`src/rtl/uart_rx_frontend.sv`:
```
// uart_rx_frontend
//   Serial receive front end for the CPU's UART peripheral. The asynchronous
//   UART_RX pin is synchronised. Start bits are validated at mid-bit. 8N1
//   frames are deserialised LSB first, and the received byte is held for the
//   memory-mapped UART registers through an RX_EFF / RX_READ handshake.
//
//   Parameters
//     CLKS_PER_BIT  sysclk cycles per bit time (minimum 4)
//
//   Ports
//     sysclk        in   single clock, rising edge
//     reset         in   synchronous, active-high
//     UART_RX       in   asynchronous serial line, idle high
//     RX_READ       in   one-cycle pulse: consumes the held byte, clears flags
//     RX_DATA       out  last valid received byte
//     RX_EFF        out  high while RX_DATA holds an unread byte
//     RX_OVERRUN    out  sticky: a byte overwrote an unread one
//     RX_FRAME_ERR  out  sticky: a stop bit sampled 0
//
//   Build option
//     UART_RX_MAJORITY_EN  when defined, each bit decision is a 2-of-3 vote of
//                          the samples at T-1, T and T+1. It is taken one
//                          cycle later than the single-sample decision at T.
module uart_rx_frontend #(
    parameter int CLKS_PER_BIT = 5208
) (
    input  logic       sysclk,
    input  logic       reset,
    input  logic       UART_RX,
    input  logic       RX_READ,
    output logic [7:0] RX_DATA,
    output logic       RX_EFF,
    output logic       RX_OVERRUN,
    output logic       RX_FRAME_ERR
);

    localparam int H  = CLKS_PER_BIT / 2;
    localparam int CW = $clog2(CLKS_PER_BIT);

    localparam logic [CW-1:0] BIT_LAST = CW'(CLKS_PER_BIT - 1);

    typedef enum logic [1:0] {
        IDLE,
        START,
        DATA,
        STOP
    } state_t;

    state_t        state_q, state_d;
    logic [CW-1:0] cnt_q, cnt_d;
    logic [2:0]    idx_q, idx_d;
    logic [7:0]    shift_q, shift_d;
    logic [7:0]    data_d;
    logic          eff_d, ovr_d, ferr_d;

    logic rx_meta, rx_s;
    logic bit_val;

    // Two-flop synchroniser. It resets to the idle level, so releasing reset
    // cannot look like a start edge.
    always_ff @(posedge sysclk) begin
        if (reset) begin
            rx_meta <= 1'b1;
            rx_s    <= 1'b1;
        end else begin
            rx_meta <= UART_RX;
            rx_s    <= rx_meta;
        end
    end

`ifdef UART_RX_MAJORITY_EN
    // hist_q[0] holds rx_s from one cycle ago and hist_q[1] from two cycles
    // ago. The decision cycle is T+1, so the vote covers T-1, T and T+1.
    // The start decision moves one count later. Data and stop decisions keep
    // the CLKS_PER_BIT-1 end point, because their counter now starts one cycle
    // later. Every bit period therefore stays CLKS_PER_BIT long.
    localparam logic [CW-1:0] START_LAST = CW'(H);

    logic [1:0] hist_q;

    always_ff @(posedge sysclk) begin
        if (reset) begin
            hist_q <= '1;
        end else begin
            hist_q <= {hist_q[0], rx_s};
        end
    end

    assign bit_val = (hist_q[1] & hist_q[0]) | (hist_q[1] & rx_s) | (hist_q[0] & rx_s);
`else
    localparam logic [CW-1:0] START_LAST = CW'(H - 1);

    assign bit_val = rx_s;
`endif

    always_comb begin
        state_d = state_q;
        cnt_d   = cnt_q + CW'(1);
        idx_d   = idx_q;
        shift_d = shift_q;
        data_d  = RX_DATA;
        eff_d   = RX_EFF;
        ovr_d   = RX_OVERRUN;
        ferr_d  = RX_FRAME_ERR;

        // A read clears the handshake first. A byte completing on the same
        // edge then overrides eff and ferr, so the new byte wins.
        if (RX_READ) begin
            eff_d  = 1'b0;
            ovr_d  = 1'b0;
            ferr_d = 1'b0;
        end

        case (state_q)
            IDLE: begin
                cnt_d = '0;
                if (!rx_s) begin
                    state_d = START;
                end
            end
            START: begin
                if (cnt_q == START_LAST) begin
                    cnt_d   = '0;
                    idx_d   = '0;
                    state_d = bit_val ? IDLE : DATA;
                end
            end
            DATA: begin
                if (cnt_q == BIT_LAST) begin
                    cnt_d          = '0;
                    shift_d[idx_q] = bit_val;
                    idx_d          = idx_q + 3'd1;
                    if (idx_q == 3'd7) begin
                        state_d = STOP;
                    end
                end
            end
            STOP: begin
                // Return to IDLE at mid-stop-bit so that a back-to-back start
                // edge is not missed.
                if (cnt_q == BIT_LAST) begin
                    cnt_d   = '0;
                    state_d = IDLE;
                    if (bit_val) begin
                        data_d = shift_q;
                        eff_d  = 1'b1;
                        if (RX_EFF && !RX_READ) begin
                            ovr_d = 1'b1;
                        end
                    end else begin
                        ferr_d = 1'b1;
                    end
                end
            end
            default: begin
                state_d = IDLE;
                cnt_d   = '0;
            end
        endcase
    end

    always_ff @(posedge sysclk) begin
        if (reset) begin
            state_q      <= IDLE;
            cnt_q        <= '0;
            idx_q        <= '0;
            shift_q      <= '0;
            RX_DATA      <= '0;
            RX_EFF       <= 1'b0;
            RX_OVERRUN   <= 1'b0;
            RX_FRAME_ERR <= 1'b0;
        end else begin
            state_q      <= state_d;
            cnt_q        <= cnt_d;
            idx_q        <= idx_d;
            shift_q      <= shift_d;
            RX_DATA      <= data_d;
            RX_EFF       <= eff_d;
            RX_OVERRUN   <= ovr_d;
            RX_FRAME_ERR <= ferr_d;
        end
    end

endmodule

```
`config.mk`:
```
export PLATFORM = sky130hd
export DESIGN_NAME = uart_rx_frontend
export DESIGN_NICKNAME = d
export VERILOG_FILES = /design/src/rtl/uart_rx_frontend.sv
export SDC_FILE = /design/constraint.sdc
export NUM_CORES = 1
export LEC_CHECK = 0
export BUFFER_PORTS_ARGS = -buffer_cell sky130_fd_sc_hd__buf_4
export CAP_MARGIN = 20
export CELL_PAD_IN_SITES_DETAIL_PLACEMENT = 0
export CELL_PAD_IN_SITES_GLOBAL_PLACEMENT = 1
export CORE_MARGIN = 2
export CORE_UTILIZATION = 45
export DETAILED_ROUTE_END_ITERATION = 7
export HOLD_SLACK_MARGIN = 0.03
export PLACE_DENSITY = 0.77
export SYNTH_ARGS = -nofsm -noshare
export SYNTH_HDL_FRONTEND = slang
export SYNTH_SLANG_ARGS = --single-unit
```
`constraint.sdc`:
```
create_clock -name sysclk -period 2.3 [get_ports sysclk]
set_input_delay 0 -clock sysclk [delete_from_list [all_inputs] [get_ports sysclk]]
set_output_delay 0 -clock sysclk [all_outputs]
set_load 0.1 [all_outputs]
```
==> After elaboration in Yosys (flattened, before gate mapping) <==
Index checks and enable logic that the tools add are counted.
W data, S select, Z words.
{ "op_classes": {"add_sub_neg": 2, "n_lt_le_gt_ge": 2, "eq_ne": 11, "muxes": 29, "n_reduce_logical": 10} }
{ "ops": {"columns": ["operator", "n"], "rows": [
  ["$pmux W13 S3", 1],
  ["$mux W13", 2],
  ["$mux W1", 14],
  ["$add A13 B1 Y13 const B", 1],
  ["$eq A13 B12 Y1 const B", 1],
  ["$eq A13 B13 Y1 const B", 1],
  ["$mux W2", 6],
  ["$ne A2 B2 Y1 const B", 5],
  ["$bwmux W8", 1],
  ["$pmux W2 S4", 1],
  ["$mux W3", 2],
  ["$pmux W3 S2", 1],
  ["$reduce_and A3 Y1", 2],
  ["$reduce_and A5 Y1", 1],
  ["$eq A2 B2 Y1 const B", 2],
  ["$lt A3 B4 Y1 const B", 1],
  ["$add A3 B1 Y3 const B", 1],
  ["$demux W1 S3", 1],
  ["$eq A3 B3 Y1 const B", 1],
  ["$ge A3 B1 Y1 const B", 1],
  ["$eq A2 B1 Y1 const B", 1],
  ["$logic_and A1 B1 Y1", 2],
  ["$logic_not A2 Y1", 1],
  ["$reduce_and A2 Y1", 1],
  ["3 further kinds", 3]
]} }
{ "word_totals": {"ff_bits": 39, "output_inout_bits": 11} }

==> Longest topological paths before layout <==
{ "logic_depth": {"depth_word": 6, "ltp_mapped": 6, "depth_no_buf": 5} }

==> Worst setup path after synthesis <==
No wires, ideal clock.
{ "synth_timing": {"path_type": "reg2reg", "from": "reg cnt_q[0]", "to": "reg cnt_q[10]", "arrival_ns": 1.545, "required_time_ns": 2.183, "path_slack_ns": 0.637, "path_stages_with_launch": 7, "n_path_buf": 1, "synth_period_minus_slack_ns": 1.663, "cell_sequence": "dfxtp_1 > ha_1 > and4bb_1 > nand4_1 > a31oi_1 > buf_2 > nor2_1"} }
{ "synth_between": {"elab_chain_cells": 3, "word_cells_on_any_way": 6, "classes_between": "add/sub: 1; eq/ne: 2; mux: 3"} }
{ "synth_rtl": {"columns": ["element", "line", "source"], "rows": [
  ["start, declared", "50", "logic [CW-1:0] cnt_q, cnt_d;"],
  ["start signal, assigned", "174", "cnt_q <= cnt_d;"],
  ["$add A13 B1 Y13, or another cell as far along", "98", "cnt_d = cnt_q + CW'(1);"],
  ["$mux W13 (on tied branches)", "129, 141, 122", null],
  ["$pmux W13 S3 *", "114", "case (state_q)"]
]} }
Every way passes the cells marked *; elsewhere a longest branch is shown, timed or not.
A chain may end at the register's enable or synchronous reset.

==> Worst setup path in the final report <==
{ "layout_timing": {"from": "reg cnt_q[0]", "to": "reg RX_DATA[0]"} }
{ "layout_between": {"elab_chain_cells": 2} }
{ "layout_rtl": {"columns": ["element", "line", "source"], "rows": [
  ["$eq A13 B13 Y1", "141", "if (cnt_q == BIT_LAST) begin"],
  ["$reduce_and A3 Y1 (no line)", null, null],
  ["end signal, assigned", "177", "RX_DATA <= data_d;"],
  ["end, declared", "31", "output logic [7:0] RX_DATA,"]
]} }
No other way between the ends.

==> flow_metrics.py <==
metrics = {
    "outcome": {
        "outcome": "complete, no violations",
    },
    "grt": {
        "antenna_found_initial": 0,
        "overflow": 0,
        "grt_pass1_vias": 1296,
        "track_usage": 0.173,
        "grt_max_degree": 32,
        "grt_pass1_wl_um": 5980,
    },
    "timing": {
        "hold_violations": 0,
        "worst_slew_pin_slew_ns": 0.404,
        "min_period_over_period": 0.796,
        "fin_ws_ns": 0.468,
        "holdWs_ns": 0.0574,
        "fin_tns_setup_ns": 0,
        "min_period_ns": 1.83,
        "rsz0062_at_grt": "false",
        "timing.slew.headroom": 0.730,
        "fin_skew_ns": 0.0138,
        "fmaxAchievable_mhz": 546,
        "finalSetupViolCount": 0,
        "slew_violations": 0,
    },
    "die": {
        "io_pins": 15,
        "die_w_um": 67.9,
        "initial_utilization": 0.463,
        "core-area_um2": 3970,
        "num_rows": 23,
        "dieArea_um2": 4610,
        "die_h_um": 67.9,
    },
    "clock_tree": {
        "postCtsSetupRepairBufs": 0,
        "clockBufferDepth": 2,
        "clk_pin_slew_ns": 0.08,
        "htreeDepth": 2,
        "cts_tree": "yes",
        "cts_inserted_buffers": 5,
        "cts_root_buf": "clkbuf_8",
        "cts.sinks": 39,
        "clk_latency_ns": 0.30,
    },
    "final_layout": {
        "utilization": 0.538,
        "nNetsFinal": 214,
        "layout-drive-gt1-share": 0.168,
        "diodes": 0,
        "areaGrowthSynthToFinish_pct": 16.3,
    },
    "setup_path": {
        "critPathKind": "flip-flop to flip-flop",
        "r2r_slack_ns": 0.47,
        "critPathArrivalTime_ns": 2.01,
        "reg2reg_from": "cnt_q[0]$_SDFF_PP0_",
        "crit_start": "cnt_q[0]$_SDFF_PP0_",
        "crit-reg2reg-capture": "RX_DATA[0]$_SDFFE_PP0P_",
        "worstRegToRegCells": 6,
        "critPathMaxFanout": 10,
        "critPathCaptureType": "flip-flop",
        "critical_path_required_ns": 2.48,
        "critPathLaunchType": "flip-flop",
    },
    "logic_synthesis": {
        "synthDominantCellAreaShare": 0.424,
        "ys_seq_elements": 39,
        "synth-compound-area-share": 0.0320,
        "yosys-top-cells-area": "dfxtp_1, mux2i_1, nor2_1",
        "synth_top_family_by_area": "simple AND/OR/NAND/NOR gates",
        "synth.distinct_cells": 36,
        "async_reset_ff_frac": 0,
        "synth_top_area_cell": "dfxtp_1",
        "synth_edf_count": 0,
        "synth_mux_area_frac": 0.0871,
        "synth_fa_ha_area_frac": 0.0204,
        "mappedNetlistArea_um2": 1840,
        "ys.flop_type": "dfxtp_1",
        "synth_cells": 191,
        "synth_fp_nets": 198,
        "synth-xor-area-share": 0.0524,
        "yosysWarnings": 0,
        "avgSynthCellArea_um2": 9.63,
        "synth-simple-area-share": 0.352,
        "ys_seq_area_frac": 0.424,
    },
    "placement": {
        "dp_hpwl_um": 2410,
        "port_buffers": 14,
        "pre_cts_slack_ns": 0.440,
        "gp_congestion": 0.766,
    },
    "worst_hold_path": {
        "hp-start": "reset",
        "holdPathStages": 2,
        "hold_class": "primary input to flip-flop",
        "min_to": "RX_DATA[7]$_SDFFE_PP0P_",
    },
    "pwr": {
        "ir_drop_mv": 0.474,
        "power.leakage_nw": 0.765,
        "power.total_mw": 1.38,
        "powerDensity_nw_per_um2": 644,
    },
    "route": {
        "drt-pass1-iter-count": 4,
        "via_per_inst": 5.31,
        "drtIter0Drc": 68,
        "wl_per_cell_um": 13.2,
        "drc": 0,
        "routed_wl_um": 3410,
        "via_count": 1369,
        "ant_nets": 0,
    },
    "run": {
        "cap_violations": 0,
    },
}
## critical path, stage by stage, from the launching register on
cell and delay [ns]:
dfxtp_1 0.39, ha_1 0.34, nand4bb_1 0.20, nor4_2 0.27, buf_4 0.25, mux2i_1 0.22
nor2_1 0.05
## cell usage in the layout (no fill, tap or decap), drive strengths merged
cell,Yosys,final
nor4,7,7
nand3b,1,1
a31oi,4,4
nand2,7,7
dlygate4sd3,0,2
clkbuf,2,6
bufinv,0,2
nand4b,1,1
and4,1,1
nand2b,10,10
or3b,1,1
xor2,2,2
nor3,6,6
o32ai,1,1
buf,7,16
or2,2,2
a21oi,5,5
nand3,13,13
dfxtp,39,39
and4bb,5,5
nand4,5,5
ha,3,3
or4b,1,1
nor2,27,27
nand4bb,5,5
nor4b,1,1
nor2b,3,3
mux2i,16,16
or2b,1,1
and3b,2,2
inv,4,4
xnor2,9,9
## cell usage after synthesis (2+ instances only)
cell type  number
a21oi_1         5
a31oi_1         4
and4bb_1        3
and4bb_2        2
buf_1           2
buf_2           4
clkbuf_1        2
dfxtp_1        39
ha_1            3
inv_1           4
mux2i_1        16
nand2_1         7
nand2b_1       10
nand3_1        13
nand4_1         5
nand4bb_1       3
nand4bb_4       2
nor2_1         27
nor2b_1         3
nor3_1          6
nor4_1          6
or2_2           2
xnor2_1         9
xor2_1          2
## final cells by class
cell class | count | area, um^2
clock buffers | 6 | 72.6
clock inverters | 2 | 60.1
fillers | 384 | 1830
inverters | 4 | 15.0
multi-input cells | 139 | 1010
flip-flops and latches | 39 | 781
well taps | 50 | 62.6
repair buffers | 18 | 140
## registers in the layout (all words and copies together), names as in the netlist, named ones only
| name | cells |
|---|---|
| RX_DATA | 8 |
| RX_EFF | 1 |
| RX_FRAME_ERR | 1 |
| RX_OVERRUN | 1 |
| bit_val | 1 |
| cnt_q | 13 |
| idx_q | 3 |
| rx_meta | 1 |
| shift_q | 8 |
| state_q | 1 |
## timing repair
action / in CTS / in global routing
gates resized for setup: 0 / 0
hold buffers: 2 / 0
hold endpoints to repair: 4 / 0
## metal layers
metal  routed length [um]  part of all wire  vias up  GRT usage
met5                    0                 0        -          0
met4                   37             0.011        0     0.0600
met3                  105             0.031        4     0.0543
met2                 1650              0.48       12      0.288
met1                 1620              0.47      643      0.211
li1                     -                 -      710          -
## power by group
group          internal, mW  switching, mW  leakage [nW]  total (mW)
clock                 0.433          0.232        0.0654       0.666
combinational        0.0129         0.0165         0.385      0.0294
sequential            0.678        0.00409         0.315       0.682
## stage by stage
stage          instances  cell area (um^2)
6_report             258              2140
5_1_grt              258              2140
4_1_cts              258              2140
3_5_place_dp         248              1990
3_3_place_gp         248              1990
2_1_floorplan        191              1840
## cell families (layout without fill, tap and decap cells)
family | Yosys count | count (layout)
AO/OA/AOI/OAI | 10 | 10
AND/OR/NAND/NOR | 99 | 99
flip-flops | 39 | 39
adder cells (fa/ha/maj) | 3 | 3
XOR/XNOR | 11 | 11
multiplexers | 16 | 16
buffers and inverters | 13 | 30
## how the worst max path moves through the flow
stage | cells past startpoint | endpoint | slack [ns]
3_3_place_gp | 6 | RX_DATA[1]$_SDFFE_PP0P_ | 0.52
4_1_cts | 6 | RX_DATA[0]$_SDFFE_PP0P_ | 0.44
6_report | 6 | RX_DATA[0]$_SDFFE_PP0P_ | 0.47
2_1_floorplan | 6 | cnt_q[10]$_SDFF_PP0_ | 0.64
5_1_grt | 6 | RX_DATA[1]$_SDFFE_PP0P_ | 0.26
3_5_place_dp | 6 | RX_DATA[6]$_SDFFE_PP0P_ | 0.44
No activity file was read; power rests on OpenSTA's default activity.
